[src/rtl/param_interrupt_controller.sv]
// 8259-style interrupt controller: edge/level requests, rotating priority, masking,
// EOI/rotate commands and a two-strobe acknowledge that yields a vector byte.
module param_interrupt_controller #(
    parameter int N_IRQ = 8,
    parameter int ID_W  = $clog2(N_IRQ)
) (
    input  logic             clk,
    input  logic             rst,
    input  logic [N_IRQ-1:0] irq_in,
    input  logic             wr_en,
    input  logic [1:0]       wr_addr,
    input  logic [15:0]      wr_data,
    input  logic             inta,
    output logic             int_out,
    output logic [7:0]       vec_out,
    output logic             vec_valid,
    output logic [N_IRQ-1:0] irr_out,
    output logic [N_IRQ-1:0] isr_out,
    output logic [N_IRQ-1:0] imr_out
);

    typedef enum logic [1:0] {
        IDLE = 2'd0,
        ACK1 = 2'd1,
        ACK2 = 2'd2
    } state_t;

    state_t           state_r, state_s;
    logic [N_IRQ-1:0] irq_prev_r, irr_r, isr_r, imr_r;
    logic [ID_W-1:0]  rot_r, rot_s, ack_id_r;
    logic [3:0]       mode_r;
    logic [7:0]       vbase_r;
    logic             spurious_r;

    logic             cand_valid_s, ns_valid_s;
    logic [ID_W-1:0]  cand_id_s, ns_id_s, l_id_s;
    logic [N_IRQ-1:0] isr_eff_s, isr_set_s, isr_clr_s, irr_clr_s;
    logic             first_ack_s, aeoi_s, l_ok_s;
    logic [2:0]       eoi_cmd_s;

    function automatic logic [N_IRQ-1:0] onehot(input logic [ID_W-1:0] id);
        onehot = N_IRQ'(1'b1) << id;
    endfunction

    // Walk channels from highest priority (rot+1) downward to find the candidate and
    // the highest-priority in-service channel.
    always_comb begin
        logic [ID_W-1:0] id_v;
        logic            blocked_v;
        logic            hit_v;
        cand_valid_s = 1'b0;
        cand_id_s    = {ID_W{1'b0}};
        ns_valid_s   = 1'b0;
        ns_id_s      = {ID_W{1'b0}};
        blocked_v    = 1'b0;
        hit_v        = 1'b0;
        id_v         = {ID_W{1'b0}};
        // With special mask, in-service channels that are masked do not block others.
        isr_eff_s    = mode_r[3] ? (isr_r & ~imr_r) : isr_r;
        for (int k = 0; k < N_IRQ; k++) begin
            id_v         = ID_W'((int'(rot_r) + 1 + k) % N_IRQ);
            hit_v        = !ns_valid_s && isr_r[id_v];
            ns_id_s      = hit_v ? id_v : ns_id_s;
            ns_valid_s   = ns_valid_s | isr_r[id_v];
            hit_v        = !cand_valid_s && !blocked_v && !isr_eff_s[id_v] &&
                           irr_r[id_v] && !imr_r[id_v];
            cand_id_s    = hit_v ? id_v : cand_id_s;
            cand_valid_s = cand_valid_s | hit_v;
            blocked_v    = blocked_v | isr_eff_s[id_v];
        end
    end

    // Per-cycle set/clear masks and rotation from acknowledge, auto-EOI and commands.
    always_comb begin
        first_ack_s = (state_r == IDLE) && inta;
        aeoi_s      = (state_r == ACK2) && mode_r[1] && !spurious_r;
        l_ok_s      = int'(wr_data[3:0]) < N_IRQ;
        l_id_s      = wr_data[ID_W-1:0];
        eoi_cmd_s   = (wr_en && (wr_addr == 2'd1)) ? wr_data[7:5] : 3'b000;
        isr_set_s   = (first_ack_s && cand_valid_s) ? onehot(cand_id_s) : {N_IRQ{1'b0}};
        irr_clr_s   = (first_ack_s && cand_valid_s && !mode_r[0]) ?
                      onehot(cand_id_s) : {N_IRQ{1'b0}};
        isr_clr_s   = aeoi_s ? onehot(ack_id_r) : {N_IRQ{1'b0}};
        rot_s       = (aeoi_s && mode_r[2]) ? ack_id_r : rot_r;
        case (eoi_cmd_s)
            3'b001: isr_clr_s = isr_clr_s | (ns_valid_s ? onehot(ns_id_s) : {N_IRQ{1'b0}});
            3'b011: isr_clr_s = isr_clr_s | (l_ok_s ? onehot(l_id_s) : {N_IRQ{1'b0}});
            3'b101: begin
                isr_clr_s = isr_clr_s | (ns_valid_s ? onehot(ns_id_s) : {N_IRQ{1'b0}});
                rot_s     = ns_valid_s ? ns_id_s : rot_s;
            end
            3'b111: begin
                isr_clr_s = isr_clr_s | (l_ok_s ? onehot(l_id_s) : {N_IRQ{1'b0}});
                rot_s     = l_ok_s ? l_id_s : rot_s;
            end
            3'b110:  rot_s = l_ok_s ? l_id_s : rot_s;
            default: isr_clr_s = isr_clr_s;
        endcase
    end

    // Acknowledge sequence next-state logic.
    always_comb begin
        state_s = state_r;
        case (state_r)
            IDLE:    state_s = inta ? ACK1 : IDLE;
            ACK1:    state_s = inta ? ACK2 : ACK1;
            ACK2:    state_s = IDLE;
            default: state_s = IDLE;
        endcase
    end

    // FSM state register.
    always_ff @(posedge clk) begin
        if (rst) begin
            state_r <= IDLE;
        end else begin
            state_r <= state_s;
        end
    end

    // Request, service, configuration and output registers.
    always_ff @(posedge clk) begin
        if (rst) begin
            irq_prev_r <= {N_IRQ{1'b0}};
            irr_r      <= {N_IRQ{1'b0}};
            isr_r      <= {N_IRQ{1'b0}};
            imr_r      <= {N_IRQ{1'b1}};
            rot_r      <= ID_W'(N_IRQ - 1);
            mode_r     <= 4'd0;
            vbase_r    <= 8'd0;
            ack_id_r   <= {ID_W{1'b0}};
            spurious_r <= 1'b0;
            int_out    <= 1'b0;
            vec_out    <= 8'd0;
            vec_valid  <= 1'b0;
        end else begin
            irq_prev_r <= irq_in;
            irr_r      <= mode_r[0] ? irq_in
                                    : ((irr_r & ~irr_clr_s) | (irq_in & ~irq_prev_r));
            // A set from the first acknowledge wins over a clear of the same bit.
            isr_r      <= (isr_r & ~isr_clr_s) | isr_set_s;
            rot_r      <= rot_s;
            if (wr_en) begin
                case (wr_addr)
                    2'd0:    imr_r   <= wr_data[N_IRQ-1:0];
                    2'd2:    mode_r  <= wr_data[3:0];
                    2'd3:    vbase_r <= wr_data[7:0];
                    default: vbase_r <= vbase_r;
                endcase
            end else begin
                vbase_r <= vbase_r;
            end
            if (first_ack_s) begin
                ack_id_r   <= cand_valid_s ? cand_id_s : ID_W'(N_IRQ - 1);
                spurious_r <= !cand_valid_s;
            end else begin
                ack_id_r   <= ack_id_r;
            end
            int_out   <= (state_r == IDLE) && !inta && cand_valid_s;
            vec_valid <= (state_r == ACK1) && inta;
            if ((state_r == ACK1) && inta) begin
                vec_out <= vbase_r + 8'(ack_id_r);
            end else begin
                vec_out <= vec_out;
            end
        end
    end

    assign irr_out = irr_r;
    assign isr_out = isr_r;
    assign imr_out = imr_r;

endmodule
[config.mk]
export PLATFORM = sky130hd
export DESIGN_NAME = param_interrupt_controller
export DESIGN_NICKNAME = d
export VERILOG_FILES = /design/src/rtl/param_interrupt_controller.sv
export SDC_FILE = /design/constraint.sdc
export NUM_CORES = 1
export LEC_CHECK = 0
export ABC_AREA = 1
export CAP_MARGIN = 15
export CORE_MARGIN = 2
export CORE_UTILIZATION = 45
export DETAILED_ROUTE_END_ITERATION = 10
export DONT_BUFFER_PORTS = 1
export SLEW_MARGIN = 10
export SYNTH_ARGS = -nofsm -noshare
export SYNTH_HDL_FRONTEND = slang
export SYNTH_SLANG_ARGS = --single-unit
[constraint.sdc]
create_clock -name clk -period 5.1 [get_ports clk]
set_input_delay 0.51 -clock clk [delete_from_list [all_inputs] [get_ports clk]]
set_output_delay 0.51 -clock clk [all_outputs]
set_load 0.05 [all_outputs]
Yosys cells after proc, flatten, opt, wreduce, memory -nomap -nowiden

Index checks and enable logic that the tools add are counted.

Memories: 0
Latch bits: 0
Logic and storage cells: 269
ROM bits: 0
Input port bits: 30
Flip-flop bits (word level): 63
Memory bits (writable): 0
Output and inout bits: 34

Multiplexer cells: 97
Add/sub/neg operators: 9
Multiply operators: 0
Equal/unequal tests: 10
Reduce and logical (&&, ||, !) cells: 95
Bitwise operators: 32
Div/mod/pow operators: 0
Shift-type cells: 4
Magnitude comparators: 9

Operators with widths:

| kind                  | number |
|---|---|
| $bmux W1 S3           | 32 |
| $mux W3               | 21 |
| $mux W8               | 7 |
| $logic_and A1 B1 Y1   | 47 |
| $logic_not A1 Y1      | 40 |
| $mux W1               | 33 |
| $and A8 B8 Y8         | 4 |
| $lt A3 B4 Y1 const B  | 8 |
| $not A8 Y8            | 4 |
| $or A8 B8 Y8          | 4 |
| $shl A1 B3 Y8 const A | 4 |
| $or A1 B1 Y1          | 20 |
| $pmux W8 S2           | 1 |
| $add A3 B3 Y3 const B | 5 |
| $eq A3 B3 Y1 const B  | 3 |
| $add A8 B3 Y8         | 1 |
| $add A3 B2 Y3 const B | 2 |
| $eq A2 B2 Y1 const B  | 3 |
| $pmux W3 S2           | 1 |
| $reduce_and A2 Y1     | 3 |
| $reduce_or A2 Y1      | 3 |
| $eq A2 B1 Y1 const B  | 2 |
| $logic_not A2 Y1      | 2 |
| $lt A4 B4 Y1 const B  | 1 |
| other kinds (5)       | 5 |

Depth between registers and ports, before layout

Depth in word-level cells: 57
Mapped depth: 28
Depth with buffers taken out: 25

Worst setup path after synthesis

No wires, ideal clock.

Kind: register to register
Start point: register rot_r[0]
End point: register irr_r[0] (netlist: irr_out[0])
Arrival time: 2.831 ns
Stages on the path, launching flop included: 25
Required time: 4.984 ns
Period minus slack after synthesis: 2.946 ns
Library setup time: 0.116 ns
Path buffers: 4
Slack: 2.154 ns
Path through: dfxtp_1 > buf_4 > inv_4 > buf_4 > ha_1 > inv_2 > buf_2 > buf_2 > nand3_1 > nand2_1 > nand2_1 > nand2_1 > nand3_4 > nor2_8 > nand4_4 > clkinv_1 > nand2_1 > nor2_2 > nor2_1 > nand2_2 > nand3_4 > nor2_4 > nand2_1 > nand3_1 > nand2_1

Cells in the longest elaborated chain, start to end: 55
Elaborated cells on any way between the ends: 144
Classes of those cells: add/sub: 8; shift: 1; mux: 58; bitwise: 16; reduce/logical: 61

Ends and longest elaborated chain:

| element                                                | RTL line | RTL |
|---|---|---|
| start, declared                                        | 30       | `logic [ID_W-1:0] rot_r, rot_s, ack_id_r;` |
| start signal, assigned                                 | 128      | `rot_r <= ID_W'(N_IRQ - 1);` |
| start signal, assigned                                 | 142      | `rot_r <= rot_s;` |
| $add A3 B1 Y3 (*)                                      | 61       | `id_v = ID_W'((int'(rot_r) + 1 + k) % N_IRQ);` |
| branches (longest 49 deep; another with $add A3 B2 Y3) | -        |  |
| $mux W8 (*)                                            | 81       | `irr_clr_s = (first_ack_s && cand_valid_s && !mode_r[0]) ?` |
| $not A8 Y8 (*)                                         | 139      | `: ((irr_r & ~irr_clr_s) \| (irq_in & ~irq_prev_r));` |
| $and A8 B8 Y8 (*)                                      | 139      |  |
| $or A8 B8 Y8 (*)                                       | 139      |  |
| $mux W8 (*)                                            | 138      | `irr_r <= mode_r[0] ? irq_in` |
| end signal, assigned                                   | 125      | `irr_r <= {N_IRQ{1'b0}};` |
| end signal, assigned                                   | 138      |  |
| end, declared                                          | 29       | `logic [N_IRQ-1:0] irq_prev_r, irr_r, isr_r, imr_r;` |

Mark *: on every way between the ends. The select of a mux whose other input is x is not followed.
A chain may end at the register's enable or synchronous reset.

Final worst setup path

Start point: register rot_r[0]
End point: register isr_r[6] (netlist: isr_out[6])

Cells in the longest elaborated chain, start to end: 51
Elaborated cells on any way between the ends: 191
Classes of those cells: add/sub: 8; shift: 2; mux: 83; bitwise: 24; reduce/logical: 74

Ends and longest elaborated chain:

| element                                                | RTL line | RTL |
|---|---|---|
| $add A3 B1 Y3 (*)                                      | 61       |  |
| branches (longest 49 deep; another with $add A3 B2 Y3) | -        |  |
| $or A8 B8 Y8 (*)                                       | 141      | `isr_r <= (isr_r & ~isr_clr_s) \| isr_set_s;` |
| end signal, assigned                                   | 126      | `isr_r <= {N_IRQ{1'b0}};` |
| end signal, assigned                                   | 141      |  |
| end, declared                                          | 29       |  |

Marked as above.

==> impl_metrics.toml <==
[outcome]
status = "finished clean"

[floorplan]
die_h_um = 108
rows = 38
die_w_um = 108
core_area_sq_um = 10700
start_util_pct = 45.6
die_area_sq_um = 11700
ioPinCount = 64

[power_and_ir_drop]
powerDensity_nw_per_um2 = 326
leakage_nw = 2.41
ir_drop_mv = 0.205

[final_layout]
fillers = 1178
layout_commonest_cell = "nand2_1"
multiInputGateArea_sq_um = 3110
nNetsFinal = 849
areaGrowthSynthToFinish_pct = 3.76
finalNonFillerCells = 958
final_cell_mix = "nand2_1 (270), nand3_1 (100), inv_1 (84)"
drive_above_1_share_pct = 7.71
regArea_sq_um = 1240

[detailed_routing]
ant_nets = 0
via_per_inst = 5.51
drtIter0Drc = 382
wl_per_cell_um = 15.7
vias = 5277
drc = 0
drt_wl_total_mm = 15.0
first_pass_iters = 5

[worst_setup_path]
reg2reg_slack_ns = 1.13
worst-endpoint-required_ns = 5.34
rr_startpoint = "rot_r[0]"
r2r_cells = 19
crit_path_start_kind = "register"
r2r-end = "isr_out[6]"
crit_fanout = 42
arrival_ns = 4.21
crit_path_end_kind = "register"
criticalPathCategory = "reg2reg"

[synth]
synth-compound-area-share_pct = 14.6
synth_cells = 831
yosysWarnings = 0
synth_top_family_by_area = "simple AND/OR/NAND/NOR gates"
muxShareOfSynthArea_pct = 0.204
synthXorXnorAreaFrac_pct = 0.537
synth.distinct_cells = 47
synth_area_sq_um = 4900
yosysSeqAreaShare_pct = 25.3
avgSynthCellArea_sq_um = 5.89
async_reset_ff_share_pct = 0
synthFlopType = "dfxtp_1"
synthesis.nets = 867
yosys.area_share.simple_pct = 46.3
synth-adder-area-share_pct = 1.69
synth_edf_count = 0
ys_seq_elements = 62

[flow_run]
max-cap-violations = 0

[sta]
slew_headroom_pct = 33.8
final-setup-viol-count = 0
slew_violations = 0
rsz0062_at_grt = "no"
worst_hold_slack_ns = 0.235
period_needed_ns = 3.97
fin_crit_sh_pct = 77.9
tns_ns = 0
fin_worst_skew_ns = 0.00591
hold_violations = 0
setup_slack_ns = 1.13
max_freq_mhz = 252
max_slew.worst_pin.slew_ns = 0.988

[global_routing]
antenna_found_initial = 0
grt_pass1_vias = 4966
grt_pass1_wl_mm = 24.4
grt_max_degree = 43
grtUsageTotal_pct = 26.5
gr-total-overflow = 0

[clocking]
clock-sinks = 62
cts_resized = 0
clkTransAtPathRegs_ns = 0.06
ctsHoldBuffers = 0
clk_latency_ns = 0.34
cts_setup_buffers = 0
cts_tree = "done"
htreeDepth = 3
numCtsBuffers = 9
clockBufferDepth = 2
clockRootBuffer = "clkbuf_8"

[worst_hold_path]
whs_path_depth = 1
hp-class = "in2reg"
hold_start = "rst"
hold-path-endpoint = "isr_out[1]"

[place]
gp_congestion = 0.881
hpwlAfterDp_mm = 11.4
dpl.cell_count = 942
post-place-ws_ns = 1.22
io_buffers = 0
==> kinds of logic after synthesis <==
kind of cell | Yosys count
adders and majority gates | 6
and+or+nand+nor | 509
muxes | 1
xor gates and xnor gates | 3
buffers and inverters | 127
AOI/OAI and AO/OA | 123
DFF | 62
==> metrics by stage <==
stage / utilization (%) / area (sq um) / power [mW]
2_1_floorplan: - / 4900 / 1.14
3_3_place_gp: 45.6 / 4900 / 1.26
3_5_place_dp: 45.6 / 4900 / 1.27
4_1_cts: 47.3 / 5080 / 1.66
5_1_grt: 47.3 / 5080 / 1.77
6_report: 47.3 / 5080 / 1.65
==> worst max-delay path, stage by stage, from the launching register on <==
cell     delay (ns)
dfxtp_1        0.37
buf_4          0.41
ha_1           0.26
inv_1          0.07
nand2_1        0.06
nand2_1        0.34
nand2_1        0.16
nand2_1        0.30
nand2_1        0.16
nand2_1        0.11
nor2_4         0.15
nand4_1        0.14
nor2_2         0.25
nand4_1        0.15
nand3_1        0.25
nand2_1        0.11
o21ai_0        0.28
a21oi_1        0.11
nor2_1         0.11
nor2_1         0.04
==> power by group <==
group | total, mW | internal, mW | switching (mW)
sequential | 0.634 | 0.520 | 0.114
combinational | 0.636 | 0.192 | 0.443
clock | 0.384 | 0.199 | 0.185
==> metal layers <==
metal | track usage (%) | wire [um]
met2 | 43.8 | 6840
met5 | 0 | 0
met3 | 5.42 | 1070
met1 | 34.0 | 6710
met4 | 9.71 | 403
==> how the worst max path moves through the flow <==
| stage | startpoint | depth (start not counted) | end |
|---|---|---|---|
| floorplan | rot_r[0] | 24 | irr_out[0] |
| global placement | rot_r[0] | 22 | irr_out[5] |
| detailed placement | rot_r[0] | 22 | irr_out[5] |
| CTS | rot_r[0] | 22 | irr_out[5] |
| global route | rot_r[0] | 22 | irr_out[1] |
| finish | rot_r[0] | 19 | isr_out[6] |
==> cell usage after synthesis (3+ instances only) <==
cell type,number,area share (%)
nor2_1,78,6.0
nand3_2,4,0.82
a21oi_1,34,3.5
ha_1,5,1.3
nand2_2,12,1.5
o41ai_1,4,0.72
o21ai_1,9,0.92
buf_4,6,0.92
o221ai_1,4,0.72
nor2_4,3,0.69
xor2_1,3,0.54
nor3_1,10,1.0
nand4_1,11,1.4
clkinv_1,4,0.31
inv_1,84,6.4
buf_6,6,1.4
clkbuf_1,13,1.0
o211ai_1,10,1.5
buf_2,7,0.72
nand3_1,100,10
o21ai_0,46,4.7
dfxtp_1,62,25
o21bai_1,3,0.46
inv_2,6,0.46
nand2_1,270,21
nor2_2,8,1.0
==> layout make-up <==
class	instances	share of cell area [%]
Multi-Input combinational cell	642	61.1
Tap cell	140	3.45
Clock inverter	3	0.394
Clock buffer	12	3.05
Antenna cell	1	0.0492
Inverter	95	7.07
Sequential cell	62	24.4
Timing Repair Buffer	3	0.443
==> flip-flops by register name, summed over array words and instances, names as in the netlist <==
register,count
isr_out,8
irq_prev_r,8
irr_out,8
mode_r,4
int_out,1
ack_id_r,3
spurious_r,1
state_r,2
vbase_r,8
imr_out,8
vec_out,8
rot_r,3
Note: power is estimated with default switching activity, not from simulation.
